**src/rtl/pll_mon_pkg.sv**
```systemverilog
// Shared types and constants for the PLL lock monitor.
package pll_mon_pkg;

  localparam int unsigned RELOCK_CNT_W = 8;

  typedef enum logic [1:0] {
    WAIT     = 2'd0,
    SETTLE   = 2'd1,
    LOCKED   = 2'd2,
    DEGLITCH = 2'd3
  } pll_mon_state_e;

  function automatic int unsigned pll_mon_max(input int unsigned a, input int unsigned b);
    return (a > b) ? a : b;
  endfunction

endpackage

```
**src/rtl/pll_lock_sync.sv**
```systemverilog
// Two-flop synchronizer for asynchronous status inputs; both stages reset to 0.
module pll_lock_sync #(
  parameter int unsigned WIDTH = 1
) (
  input  logic             clk_i,
  input  logic             rstn_i,
  input  logic [WIDTH-1:0] async_i,
  output logic [WIDTH-1:0] sync_o
);

  logic [WIDTH-1:0] meta_q;
  logic [WIDTH-1:0] sync_q;

  always_ff @(posedge clk_i or negedge rstn_i) begin
    if (!rstn_i) begin
      meta_q <= '0;
      sync_q <= '0;
    end else begin
      meta_q <= async_i;
      sync_q <= meta_q;
    end
  end

  assign sync_o = sync_q;

endmodule

```
**src/rtl/pll_lock_monitor.sv**
```systemverilog
// Qualifies the raw PLL lock on the reference clock and keeps sticky loss/timeout status.
//
// state    | meaning
// WAIT     | no lock seen, waiting for synchronized lock high
// SETTLE   | lock high, counting consecutive high samples
// LOCKED   | qualified lock, lock_o asserted
// DEGLITCH | lock dropped while locked, counting consecutive low samples
module pll_lock_monitor
  import pll_mon_pkg::*;
#(
  parameter int unsigned LOCK_CYCLES    = 1024,
  parameter int unsigned UNLOCK_CYCLES  = 4,
  parameter int unsigned TIMEOUT_CYCLES = 65536
) (
  input  logic                    clk_i,
  input  logic                    rstn_i,
  input  logic                    pll_lock_raw_i,
  input  logic                    pll_bps_i,
  input  logic                    testmode_i,
  input  logic                    clear_i,
  output logic                    lock_o,
  output logic                    lock_lost_o,
  output logic                    timeout_o,
  output logic [RELOCK_CNT_W-1:0] relock_cnt_o
);

  localparam int unsigned QUAL_W = $clog2(pll_mon_max(LOCK_CYCLES, UNLOCK_CYCLES) + 1);
  localparam int unsigned TMO_W  = $clog2(TIMEOUT_CYCLES + 1);

  localparam logic [QUAL_W-1:0]       QUAL_ONE    = QUAL_W'(1);
  localparam logic [QUAL_W-1:0]       LOCK_LAST   = QUAL_W'(LOCK_CYCLES - 1);
  localparam logic [QUAL_W-1:0]       UNLOCK_LAST = QUAL_W'(UNLOCK_CYCLES - 1);
  localparam logic [TMO_W-1:0]        TMO_ONE     = TMO_W'(1);
  localparam logic [TMO_W-1:0]        TMO_LAST    = TMO_W'(TIMEOUT_CYCLES - 1);
  localparam logic [TMO_W-1:0]        TMO_SAT     = TMO_W'(TIMEOUT_CYCLES);
  localparam logic [RELOCK_CNT_W-1:0] RELOCK_ONE  = RELOCK_CNT_W'(1);
  localparam logic [RELOCK_CNT_W-1:0] RELOCK_MAX  = '1;

  logic                    lock_sync;
  pll_mon_state_e          state_q, state_d;
  logic [QUAL_W-1:0]       qual_cnt_q, qual_cnt_d;
  logic [TMO_W-1:0]        tmo_cnt_q, tmo_cnt_d;
  logic                    lock_q, lock_d;
  logic                    lock_lost_q, lock_lost_d;
  logic                    timeout_q, timeout_d;
  logic [RELOCK_CNT_W-1:0] relock_cnt_q, relock_cnt_d;
  logic                    loss_evt;
  logic                    tmo_evt;
  logic                    acquiring;

  pll_lock_sync #(
    .WIDTH(1)
  ) u_lock_sync (
    .clk_i  (clk_i),
    .rstn_i (rstn_i),
    .async_i(pll_lock_raw_i),
    .sync_o (lock_sync)
  );

  always_comb begin
    state_d    = state_q;
    qual_cnt_d = qual_cnt_q;
    loss_evt   = 1'b0;
    case (state_q)
      WAIT: begin
        if (lock_sync) begin
          state_d    = SETTLE;
          qual_cnt_d = QUAL_ONE;
        end
      end
      SETTLE: begin
        if (!lock_sync) begin
          state_d    = WAIT;
          qual_cnt_d = '0;
        end else if (qual_cnt_q == LOCK_LAST) begin
          state_d = LOCKED;
        end else begin
          qual_cnt_d = qual_cnt_q + QUAL_ONE;
        end
      end
      LOCKED: begin
        if (!lock_sync) begin
          if (UNLOCK_CYCLES == 1) begin
            loss_evt = 1'b1;
          end else begin
            state_d    = DEGLITCH;
            qual_cnt_d = QUAL_ONE;
          end
        end
      end
      DEGLITCH: begin
        if (lock_sync) begin
          state_d = LOCKED;
        end else if (qual_cnt_q == UNLOCK_LAST) begin
          loss_evt = 1'b1;
        end else begin
          qual_cnt_d = qual_cnt_q + QUAL_ONE;
        end
      end
      default: state_d = WAIT;
    endcase
    if (loss_evt) begin
      state_d    = WAIT;
      qual_cnt_d = '0;
    end
  end

  // Acquisition timer only runs while hunting for lock; it restarts from zero after each loss.
  always_comb begin
    acquiring = (state_q == WAIT) || (state_q == SETTLE);
    tmo_cnt_d = tmo_cnt_q;
    tmo_evt   = 1'b0;
    if (acquiring) begin
      tmo_evt = (tmo_cnt_q == TMO_LAST);
      if (state_d == LOCKED) begin
        tmo_cnt_d = '0;
      end else if (tmo_cnt_q != TMO_SAT) begin
        tmo_cnt_d = tmo_cnt_q + TMO_ONE;
      end
    end else if (state_d == LOCKED) begin
      tmo_cnt_d = '0;
    end
  end

  // A set event on the same edge as clear_i wins over the clear.
  always_comb begin
    lock_d      = (state_d == LOCKED) || (state_d == DEGLITCH) || pll_bps_i || testmode_i;
    lock_lost_d = (lock_lost_q && !clear_i) || loss_evt;
    timeout_d   = (timeout_q && !clear_i) || tmo_evt;
    relock_cnt_d = relock_cnt_q;
    if (clear_i) begin
      relock_cnt_d = loss_evt ? RELOCK_ONE : '0;
    end else if (loss_evt && (relock_cnt_q != RELOCK_MAX)) begin
      relock_cnt_d = relock_cnt_q + RELOCK_ONE;
    end
  end

  always_ff @(posedge clk_i or negedge rstn_i) begin
    if (!rstn_i) begin
      state_q      <= WAIT;
      qual_cnt_q   <= '0;
      tmo_cnt_q    <= '0;
      lock_q       <= 1'b0;
      lock_lost_q  <= 1'b0;
      timeout_q    <= 1'b0;
      relock_cnt_q <= '0;
    end else begin
      state_q      <= state_d;
      qual_cnt_q   <= qual_cnt_d;
      tmo_cnt_q    <= tmo_cnt_d;
      lock_q       <= lock_d;
      lock_lost_q  <= lock_lost_d;
      timeout_q    <= timeout_d;
      relock_cnt_q <= relock_cnt_d;
    end
  end

  assign lock_o       = lock_q;
  assign lock_lost_o  = lock_lost_q;
  assign timeout_o    = timeout_q;
  assign relock_cnt_o = relock_cnt_q;

endmodule

```
**config.mk**
```make
export PLATFORM = sky130hd
export DESIGN_NAME = pll_lock_monitor
export DESIGN_NICKNAME = d
export VERILOG_FILES = /design/src/rtl/pll_mon_pkg.sv /design/src/rtl/pll_lock_sync.sv /design/src/rtl/pll_lock_monitor.sv
export SDC_FILE = /design/constraint.sdc
export NUM_CORES = 1
export LEC_CHECK = 0
export ABC_AREA = 1
export CORE_UTILIZATION = 43
export DETAILED_ROUTE_END_ITERATION = 8
export PLACE_DENSITY = 0.59
export SYNTH_ARGS = -nofsm -noshare
export SYNTH_HDL_FRONTEND = slang
export SYNTH_HIERARCHICAL = 1
export SYNTH_SLANG_ARGS = --single-unit
```
**constraint.sdc**
```tcl
create_clock -name clk_i -period 2.8 [get_ports clk_i]
set_input_delay 0.42 -clock clk_i [delete_from_list [all_inputs] [get_ports clk_i]]
set_output_delay 0.42 -clock clk_i [all_outputs]
set_load 0.01 [all_outputs]
```
# Yosys cells after proc, flatten, opt, wreduce, memory -nomap -nowiden
# Index checks and enable logic that the tools add are counted.
[word_totals] reg_bits=43 output_inout_bits=11 word_cells=69 inputBits=6
[classes] eq_ne=15 reduce_logical=16 addsub=3 muxes=26
[ops] op="11-bit two-way mux" count=7
[ops] op="17-bit two-way mux" count=4
[ops] op="11-bit one-hot mux with 4 select lines" count=1
[ops] op="17-bit by 1-bit adder with 17-bit output, second input constant" count=1
[ops] op="17-bit by 16-bit == test with 1-bit output, second input constant" count=1
[ops] op="17-bit inequality test, second input constant" count=1
[ops] op="8-bit two-way mux" count=2
[ops] op="2-bit two-way mux" count=6
[ops] op="11-bit by 1-bit adder with 11-bit output, second input constant" count=1
[ops] op="11-bit by 10-bit == test with 1-bit output, second input constant" count=1
[ops] op="11-bit by 2-bit == test with 1-bit output, second input constant" count=1
[ops] op="3-bit inequality test, second input constant" count=3
[ops] op="8-bit by 1-bit adder with 8-bit output, second input constant" count=1
[ops] op="2-bit == test, second input constant" count=4
[ops] op="8-bit inequality test, second input constant" count=1
[ops] op="2-bit one-hot mux with 4 select lines" count=1
[ops] op="1-bit logical OR" count=6
[ops] op="2-bit nonzero test" count=3
[ops] op="1-bit two-way mux" count=5
[ops] op="5-bit AND reduction" count=1
[ops] op="4-bit inequality test, second input constant" count=1
[ops] op="1-bit logical AND" count=3
[ops] op="3-bit by 2-bit inequality test with 1-bit output, second input constant" count=1
[ops] op="2-bit by 1-bit == test with 1-bit output, second input constant" count=1
[ops] op="3 further kinds" count=3

# Longest topological paths before layout
# Gate-level depths: netlist (run 1).
[depth] depth_word=9 ltp_mapped=11 mapped_depth_nobuf=11

# Modules after synthesis
# The synthesis (run 1) kept the hierarchy.
[modules_own_cells] module="pll_lock_monitor" seq_area_each_um2=1026.0 instances=1 cells_per_inst=372 area_per_inst_um2=2660.1
[modules_own_cells] module="pll_lock_sync" seq_area_each_um2=50.0 instances=1 cells_per_inst=2 area_per_inst_um2=50.0

# Worst setup path after synthesis (run 1)
# Ideal clock, no wire load.
[synth_timing] path_kind="register to register" from="register tmo_cnt_q[0]" to="register tmo_cnt_q[16]" setup_ps=77 path_stages_with_launch=9 t_arrival_ps=1652 setup_slack_ps=1071 period_less_slack_ps=1729 path_buffers=0 t_required_ps=2723 cell_sequence="dfrtp_1 -> ha_1 -> nand3_1 -> inv_1 -> nand2_1 -> nor4_1 -> ha_1 -> nand3b_1 -> a21oi_1"
[synth_between] elab_chain_len=4 elab_cells_between_ends=7 cone_classes="add/sub (1); eq/ne (1); mux (3); reduce/logical (2)"
[synth_rtl] element="start, declared" line="pll_lock_monitor.sv:42" source="logic [TMO_W-1:0] tmo_cnt_q, tmo_cnt_d;"
[synth_rtl] element="start signal, assigned" line="pll_lock_monitor.sv:150" source="tmo_cnt_q <= tmo_cnt_d;"
[synth_rtl] element="17-bit by 1-bit adder with 17-bit output" line="pll_lock_monitor.sv:118" source="tmo_cnt_d = tmo_cnt_q + TMO_ONE;"
[synth_rtl] element="17-bit two-way mux" line="pll_lock_monitor.sv:117" source="end else if (tmo_cnt_q != TMO_SAT) begin"
[synth_rtl] element="17-bit two-way mux" line="pll_lock_monitor.sv:115" source="if (state_d == LOCKED) begin"
[synth_rtl] element="17-bit two-way mux" line="pll_lock_monitor.sv:113" source="if (acquiring) begin"
# Several ways; a longest one is shown, not always the timed one. The select of a mux whose other input is x is not followed.
# A chain may end at the register's enable or synchronous reset.

# Worst setup path after layout (run 1)
# Same ends and word-level chain as after synthesis.

==> impl_metrics.py, run 1 <==
metrics = {
    "final_layout": {
        "fin_cells": 464,
        "final_util_pct": 50.0,
        "antenna_cells": 0,
        "area_delta_synth_final_pct": 10.6,
        "drive_above_1_share_pct": 6.68,
        "layout.nets": 400,
    },
    "sta": {
        "rsz0062_at_grt": "no",
        "drv_slew": 0,
        "hold_violations": 0,
        "finClkSkew_ns": 0.00687,
        "worst_pin_slew_ns": 0.980,
        "slew_headroom_pct": 34.7,
        "worst_slack_ns": 0.831,
        "period_needed_ns": 1.97,
        "layout_worst_path_cycle_share_pct": 70.3,
        "fin_hold_ws_ns": 0.284,
        "setup_tns_ns": 0,
        "setup_viol": 0,
        "fmax_ghz": 0.508,
    },
    "critical_path": {
        "cp-start-kind": "flop",
        "r2r_cells": 8,
        "end_kind": "flop",
        "regToRegEndpoint": "tmo_cnt_q[16]",
        "cp.arrival_ns": 2.19,
        "worstPathRequired_ns": 3.02,
        "r2r_slack_ns": 0.83,
        "r2r_start": "tmo_cnt_q[0]",
        "worst-path-max-fanout": 6,
        "crit_type": "reg2reg",
    },
    "global_route": {
        "grt_pass1_wl_um": 10400,
        "grt_usage_pct": 20.6,
        "overflow": 0,
        "antenna_found_initial": 0,
        "grt_start_max_net_pins": 44,
        "grt_pass1_vias": 2225,
    },
    "yosys": {
        "synth-xor-area-share_pct": 2.59,
        "synthCells": 374,
        "syn_avg_cell_area_um2": 7.25,
        "synth.distinct_cells": 33,
        "synth-compound-area-share_pct": 6.56,
        "synthAdderAreaFrac_pct": 2.31,
        "syn_area_mm2": 0.00271,
        "synth_nets": 385,
        "synthMuxAreaShare_pct": 0,
        "synth-seq-area-share_pct": 39.7,
        "ys_warn_count": 6,
        "synth_top_family_by_area": "simple AND/OR/NAND/NOR gates",
        "synth_seq_cells": 43,
        "yosys.area_share.simple_pct": 38.9,
    },
    "clock_tree": {
        "cts_made_buffers": 5,
        "clock_latency_ns": 0.30,
        "cts.sinks": 43,
        "cts_tree": "built",
        "cts_max_path_buffers": 2,
        "clk_pin_slew_ns": 0.08,
        "holdBufCountCts": 0,
        "ctsRootBufferMaster": "clkbuf_8",
        "cts_setup_buffers": 0,
        "cts_max_level": 2,
        "cts_resized": 0,
    },
    "floorplan": {
        "rows": 28,
        "die-area_mm2": 0.00662,
        "io_pins": 17,
        "dieWidth_um": 81.4,
        "coreArea_mm2": 0.00599,
        "initial_utilization_pct": 45.2,
        "die_h_um": 81.4,
    },
    "place": {
        "place.gp.congestion": 0.849,
        "io_buffers": 16,
        "dp_slack_ns": 0.826,
        "placed_cells": 457,
        "hpwl_um": 4510,
    },
    "routing": {
        "drt_iter0_markers": 130,
        "wl_met1_um": 2980,
        "met3_length_um": 239,
        "vias": 2443,
        "wl_per_cell_um": 13.4,
        "firstDrtPassIters": 4,
        "top_layer_used": "met4",
        "wl_met2_um": 2920,
        "vias_per_cell": 5.27,
        "ant_nets": 0,
        "drc": 0,
        "wl_um": 6210,
    },
    "power": {
        "vdd_drop_max_v": 0.000261,
        "powerDensity_mw_per_mm2": 387,
        "power_leakage_nw": 1.50,
    },
    "flow_run": {
        "drv_cap": 0,
    },
    "run_status": {
        "status": "finished clean",
    },
    "hold_path": {
        "hp-class": "in2async",
    },
}
cell usage in the layout (no fill, tap or decap), types with 3 or more instances in the layout:
cell,count
inv_1,45
nor2_1,35
o211ai_1,3
ha_1,5
clkbuf_8,5
o21ai_1,4
nand3_1,39
clkdlybuf4s50_1,15
xor2_1,8
nand4_1,31
dfrtp_1,43
nand2_2,3
nand2_1,105
a21oi_1,4
nor3_1,7
nand3_2,3
inv_2,3
o21ai_0,11
per-stage QoR:
stage | power [W] | cell area [µm²]
after floorplan | 0.000677 | 2710
after global placement | 0.000702 | 2900
after detailed placement | 0.000703 | 2900
after CTS | 0.00119 | 3000
after global routing | 0.00121 | 3000
final | 0.00116 | 3000
worst max path at each step:
stage | end | startpoint | depth (start not counted) | slack (ns)
CTS | tmo_cnt_q[16] | tmo_cnt_q[0] | 8 | 0.82
floorplan | tmo_cnt_q[16] | tmo_cnt_q[0] | 8 | 1.07
global route | tmo_cnt_q[16] | tmo_cnt_q[0] | 8 | 0.67
detailed placement | tmo_cnt_q[16] | tmo_cnt_q[0] | 8 | 0.83
global placement | tmo_cnt_q[16] | tmo_cnt_q[0] | 8 | 0.92
finish | tmo_cnt_q[16] | tmo_cnt_q[0] | 8 | 0.83
cells in the mapped netlist:
cell,number,area (µm²)
ha_1,5,62.6
nand3_1,39,195
nand3_2,3,30.0
nand2_2,3,18.8
nand2_4,1,11.3
inv_1,45,169
clkinv_1,1,3.75
nor2_2,1,6.26
o21ai_0,11,55.1
a21oi_4,1,16.3
nor2_1,35,131
a21oi_1,4,20.0
buf_4,2,15.0
a21oi_2,1,8.76
nor3_1,7,35.0
nor2_4,1,11.3
o21ai_1,4,20.0
nand3b_1,2,15.0
nand2_1,105,394
nand4_1,31,194
o2111ai_1,2,17.5
a31o_2,1,8.76
clkbuf_1,1,3.75
nor4_1,1,6.26
buf_6,4,45.0
a22o_1,1,8.76
or2_2,1,6.26
inv_2,3,11.3
buf_2,3,15.0
inv_4,1,6.26
xor2_1,8,70.1
dfrtp_1,43,1080
o211ai_1,3,22.5
critical path: stages, from the launching register on:
cell,delay [ns]
dfrtp_1,0.43
ha_1,0.25
nand3_1,0.16
inv_1,0.12
nand2_1,0.08
nor4_1,0.26
ha_1,0.28
nand3b_1,0.15
a21oi_1,0.16
sequential cells by signal, summed over array words and instances (netlist names):
register            cells
tmo_cnt_q              17
qual_cnt_q             11
relock_cnt_o            8
state_q                 2
lock_lost_o             1
lock_o                  1
timeout_o               1
u_lock_sync/meta_q      1
u_lock_sync/sync_o      1
power by group:
| group | internal, W | leakage [nW] | switching [W] |
|---|---|---|---|
| logic | 0.0000172 | 0.873 | 0.0000393 |
| registers | 0.000627 | 0.573 | 0.00000577 |
| clock network | 0.000262 | 0.0513 | 0.000210 |
| total | 0.000905 | 1.50 | 0.000255 |
area by class of cell:
class	instances	area, µm²
Clock buffer	6	72.6
Multi-Input combinational cell	271	1370
Clock inverter	1	30.0
Timing Repair Buffer	18	170
Fill cell	604	2990
Inverter	50	190
Tap cell	75	93.8
Sequential cell	43	1080
layer usage:
metal	vias up	global-route usage (%)
li1	1261	-
met1	1120	27.0
met2	55	34.1
met3	7	3.71
met4	0	6.61
met5	-	0
logic make-up (layout without fill, tap and decap cells):
family                   Yosys count  in the layout
AO/OA/AOI/OAI                     28             28
buffers and inverters             60             75
flip-flops                        43             43
XOR/XNOR                           8              8
adder cells (fa/ha/maj)            5              5
AND/OR/NAND/NOR                  230            230
(Power assumes the default switching activity.)
==> inputs of run 2 (changes only) <==
- clock period: 2.8 -> 1.9 ns (I/O delays scaled with it)
==> run 2 against run 1 <==
  * First-iteration DRC count shrank 2.3%
  * Die area unchanged
  * Non-clock buffer count increased by 12
  * Design area rose by 3.3%
  * Clock skew shrank 0.0011 ns
  * Setup slack got worse by 0.75 ns
  * Fmax is 8.5% higher
  * Sequential power rose by 48%
  * Cell count increased by 2.8%
  * Sequential cell count did not move
  * Count of clock-buffer cells in the layout stayed put
  * Hold slack gained 0.069 ns
  * Critical path type unchanged
==> impl_metrics.py, run 2 (synthesized netlist as in run 1, its figures left out) <==
metrics = {
    "final_layout": {
        "layout.nets": 412,
        "drive_above_1_share_pct": 10.9,
        "layout_common_cells": "nand2_1 (104), inv_1 (45), dfrtp_1 (43)",
        "layout_commonest_cell": "nand2_1",
        "design_area_mm2": 0.00310,
        "multi_input_area_mm2": 0.00138,
        "antenna_cells": 0,
        "final_util_pct": 51.7,
        "n_fill_cell": 589,
        "area_delta_synth_final_pct": 14.2,
        "largest_reg_flops": 17,
        "top_register": "tmo_cnt_q",
        "ff_latch_area_mm2": 0.00108,
    },
    "critical_path": {
        "r2r_start": "tmo_cnt_q[1]",
        "slowest_stage": "dfrtp_1",
        "crit_type": "reg2reg",
        "worstPathRequired_ns": 2.13,
        "cp.arrival_ns": 2.04,
        "regToRegEndpoint": "tmo_cnt_q[16]",
        "crit_path_cell_trace": "ha_2, nand3_2, inv_1, nand2_1, nor4_2, ha_1, nand3b_1, a21oi_1",
        "r2r_cells": 8,
        "cp-start-kind": "flop",
        "end_kind": "flop",
        "worst-path-max-fanout": 4,
        "cpPeakStageDelay_ns": 0.40,
        "r2r_slack_ns": 0.09,
    },
    "floorplan": {
        "dieWidth_um": 81.4,
        "die-area_mm2": 0.00662,
        "die_h_um": 81.4,
        "initial_utilization_pct": 45.2,
        "rows": 28,
        "coreArea_mm2": 0.00599,
        "io_pins": 17,
    },
    "clock_tree": {
        "clk_pin_slew_ns": 0.09,
        "ctsRootBufferMaster": "clkbuf_8",
        "cts_max_level": 2,
        "cts_made_buffers": 5,
        "clock_latency_ns": 0.30,
        "cts_tree": "built",
        "cts_max_path_buffers": 2,
        "cts.sinks": 43,
    },
    "sta": {
        "period_needed_ns": 1.81,
        "hold_violations": 0,
        "layout_worst_path_cycle_share_pct": 95.5,
        "setup_viol": 0,
        "drv_slew": 0,
        "slew_headroom_pct": 67.4,
        "fmax_ghz": 0.551,
        "setup_tns_ns": 0,
        "worst_pin_slew_ns": 0.489,
        "finClkSkew_ns": 0.00573,
    },
    "power": {
        "power_w": 0.00160,
        "powerDensity_mw_per_mm2": 518,
        "vdd_drop_max_v": 0.000306,
        "power_leakage_nw": 1.54,
    },
    "routing": {
        "ant_nets": 0,
        "drt_iter0_markers": 127,
        "firstDrtPassIters": 5,
        "wl_um": 6480,
        "wl_per_cell_um": 13.6,
        "vias_per_cell": 5.27,
        "drc": 0,
        "vias": 2516,
    },
    "hold_path": {
        "hp-class": "reg2reg",
        "worstHoldStart": "u_lock_sync/meta_q",
        "min_path_cells": 0,
        "worstHoldEndpoint": "u_lock_sync/sync_o",
    },
    "global_route": {
        "overflow": 0,
        "grt_usage_pct": 21.0,
        "grt_start_max_net_pins": 23,
        "grt_pass1_vias": 2256,
        "antenna_found_initial": 0,
        "grt_pass1_wl_um": 10600,
    },
    "place": {
        "io_buffers": 16,
        "hpwl_um": 4750,
        "placed_cell_area_mm2": 0.00298,
        "place.gp.congestion": 0.867,
    },
    "run_status": {
        "status": "finished clean",
    },
    "flow_run": {
        "drv_cap": 0,
    },
}
==> run 2: worst max path at each step <==
stage / from / endpoint / slack, ns
global placement: tmo_cnt_q[12] / tmo_cnt_q[16] / 0.15
finish: tmo_cnt_q[1] / tmo_cnt_q[16] / 0.09
floorplan: tmo_cnt_q[0] / tmo_cnt_q[16] / 0.17
detailed placement: qual_cnt_q[0] / qual_cnt_q[3] / 0.13
CTS: qual_cnt_q[0] / qual_cnt_q[3] / 0.12
global route: tmo_cnt_q[1] / tmo_cnt_q[16] / -0.07
==> run 2: cell type report <==
type	count	share of cell area [%]
inverter	50	6.27
clock buffer	6	2.34
clock inverter	2	0.404
sequential	43	34.8
tap	75	3.03
timing repair buffer	30	8.49
multi-input combinational	271	44.7
==> run 2: repair_timing <==
action | CTS | global route
hold endpoints to repair | 20 | 0
gates resized for setup | 0 | 6
hold buffers | 1 | 0
endpoints found under the setup margin | 0 | 10
buffers inserted | 0 | 0
==> run 2: metal layers <==
layer  vias to the layer above  routed length [µm]  share of wire [%]  track usage [%]
met2                        58                2990                 46             32.9
met4                         0                  82                1.3             4.82
met5                         -                   0                  0                0
met3                        10                 238                3.7             3.71
met1                      1168                3170                 49             29.8
li1                       1280                   -                  -                -
==> run 2: critical path: cells and delay by family, from the launching register on <==
family | cells | cell delay, ns
and+or+nand+nor | 4 | 0.62
DFF | 1 | 0.40
AOI/OAI and AO/OA | 1 | 0.13
adders and majority gates | 2 | 0.48
buffers and inverters | 1 | 0.10
==> run 2: metrics by stage <==
step | hold slack [ns] | cells | setup WS, ns
after floorplan | -0.0106 | 374 | 0.171
after detailed placement | 0.289 | 468 | 0.126
final | 0.353 | 477 | 0.0854
after CTS | 0.358 | 477 | 0.121
after global placement | 0.293 | 468 | 0.154
after global routing | 0.370 | 477 | -0.0668
==> run 2: report_power, final <==
group / internal [W] / switching, W
Sequential: 0.000924 / 0.0000113
Combinational: 0.0000315 / 0.0000580
Clock: 0.000257 / 0.000323
==> inputs of run 3 (changes only) <==
- RECOVER_POWER: unset -> 25
==> run 3 against run 2 <==
  * Design area about the same
  * Fmax decreased by 0.28%
  * Non-clock buffer count unchanged
  * Clock power decreased by 0.7%
  * Global-route usage unchanged
  * Utilization about the same
  * Clock skew about the same
  * First-iteration DRC count decreased by 22%
  * Sequential share of layout area about the same
  * Largest power group unchanged
==> impl_metrics.py, run 3 (synthesized netlist as in run 1, its figures left out) <==
metrics = {
    "floorplan": {
        "die-area_mm2": 0.00662,
        "coreArea_mm2": 0.00599,
        "rows": 28,
        "io_pins": 17,
        "dieWidth_um": 81.4,
        "die_h_um": 81.4,
        "initial_utilization_pct": 45.2,
    },
    "routing": {
        "vias_per_cell": 5.32,
        "top_layer_used": "met4",
        "met3_length_um": 283,
        "wl_met1_um": 3100,
        "vias": 2538,
        "drc": 0,
        "drt_iter0_markers": 99,
        "firstDrtPassIters": 5,
        "wl_met2_um": 3010,
        "ant_nets": 0,
        "wl_per_cell_um": 13.6,
        "wl_um": 6470,
    },
    "critical_path": {
        "worstPathRequired_ns": 2.13,
        "worst-path-max-fanout": 4,
        "cp-start-kind": "flop",
        "cp.arrival_ns": 2.05,
        "crit_type": "reg2reg",
        "end_kind": "flop",
    },
    "final_layout": {
        "largest_reg_flops": 17,
        "layout.nets": 412,
        "n_fill_cell": 589,
        "antenna_cells": 0,
        "layout_common_cells": "nand2_1 (104), inv_1 (45), dfrtp_1 (43)",
        "drive_above_1_share_pct": 10.7,
        "area_delta_synth_final_pct": 14.2,
        "layout_commonest_cell": "nand2_1",
        "ff_latch_area_mm2": 0.00108,
        "top_register": "tmo_cnt_q",
        "multi_input_area_mm2": 0.00138,
    },
    "clock_tree": {
        "clk_pin_slew_ns": 0.09,
        "cts_made_buffers": 5,
        "cts_tree": "built",
        "cts_setup_buffers": 0,
        "cts_max_path_buffers": 2,
        "cts.sinks": 43,
        "clock_latency_ns": 0.30,
        "ctsRootBufferMaster": "clkbuf_8",
        "cts_max_level": 2,
    },
    "sta": {
        "setup_tns_ns": 0,
        "fmax_ghz": 0.550,
        "slew_headroom_pct": 22.7,
        "worst_pin_slew_ns": 1.16,
        "hold_violations": 0,
        "fin_hold_ws_ns": 0.353,
        "drv_slew": 0,
        "setup_viol": 0,
        "finClkSkew_ns": 0.00599,
        "layout_worst_path_cycle_share_pct": 95.8,
        "period_needed_ns": 1.82,
    },
    "global_route": {
        "overflow": 0,
        "grt_usage_pct": 21.0,
        "antenna_found_initial": 0,
        "grt_pass1_vias": 2256,
        "grt_pass1_wl_um": 10600,
        "grt_start_max_net_pins": 23,
    },
    "power": {
        "power_leakage_nw": 1.54,
        "powerDensity_mw_per_mm2": 517,
        "power_w": 0.00160,
        "vdd_drop_max_v": 0.000305,
    },
    "hold_path": {
        "hp-class": "reg2reg",
    },
    "place": {
        "place.gp.congestion": 0.867,
        "io_buffers": 16,
        "hpwl_um": 4750,
    },
    "run_status": {
        "status": "finished clean",
    },
    "flow_run": {
        "drv_cap": 0,
    },
}
## run 3: what timing repair did
item                                   CTS  global route
gates resized for setup                  0             6
setup endpoints to repair                0            10
endpoints found under the hold margin   20             0
hold buffers                             1             0
## run 3: critical path, stage by stage, from the launching register on
cell	delay (ns)
dfrtp_1	0.40
ha_2	0.21
nand3_2	0.10
inv_1	0.10
nand2_1	0.11
nor4_2	0.27
ha_1	0.27
nand3b_1	0.15
a21oi_1	0.13
## run 3: worst paths after layout
path                                     from            endpoint  slack, ns  cells past startpoint
setup / recovery                 tmo_cnt_q[1]       tmo_cnt_q[16]       0.08                      8
hold / removal             u_lock_sync/meta_q  u_lock_sync/sync_o       0.35                      0
setup reg to reg                 tmo_cnt_q[1]       tmo_cnt_q[16]       0.08                      8
hold reg to reg            u_lock_sync/meta_q  u_lock_sync/sync_o       0.35                      0
max in group asynchronous              rstn_i        tmo_cnt_q[8]       0.37                      3
min in group asynchronous              rstn_i       qual_cnt_q[7]       0.74                      2
## run 3: power breakdown
group | internal [W] | switching, W
Clock | 0.000257 | 0.000319
Sequential | 0.000924 | 0.0000112
Combinational | 0.0000309 | 0.0000578
## run 3: cell type report
type / instances / share of cell area [%]
clock buffer: 6 / 2.35
clock inverter: 2 / 0.404
inverter: 50 / 6.27
multi-input combinational: 271 / 44.7
sequential: 43 / 34.8
tap: 75 / 3.03
timing repair buffer: 30 / 8.45
## run 3: per-layer routing
layer | up-vias | global-route usage (%)
li1 | 1279 | -
met5 | - | 0
met1 | 1185 | 29.8
met2 | 64 | 32.9
met4 | 0 | 4.82
met3 | 10 | 3.71
## run 3: stage by stage
stage / cells / area (µm²) / utilization (%) / worst slack, ns
2_1_floorplan: 374 / 2710 / - / 0.171
3_3_place_gp: 468 / 2980 / 49.7 / 0.154
3_5_place_dp: 468 / 2980 / 49.7 / 0.126
4_1_cts: 477 / 3070 / 51.3 / 0.121
5_1_grt: 477 / 3090 / 51.7 / -0.0668
6_report: 477 / 3090 / 51.7 / 0.0803
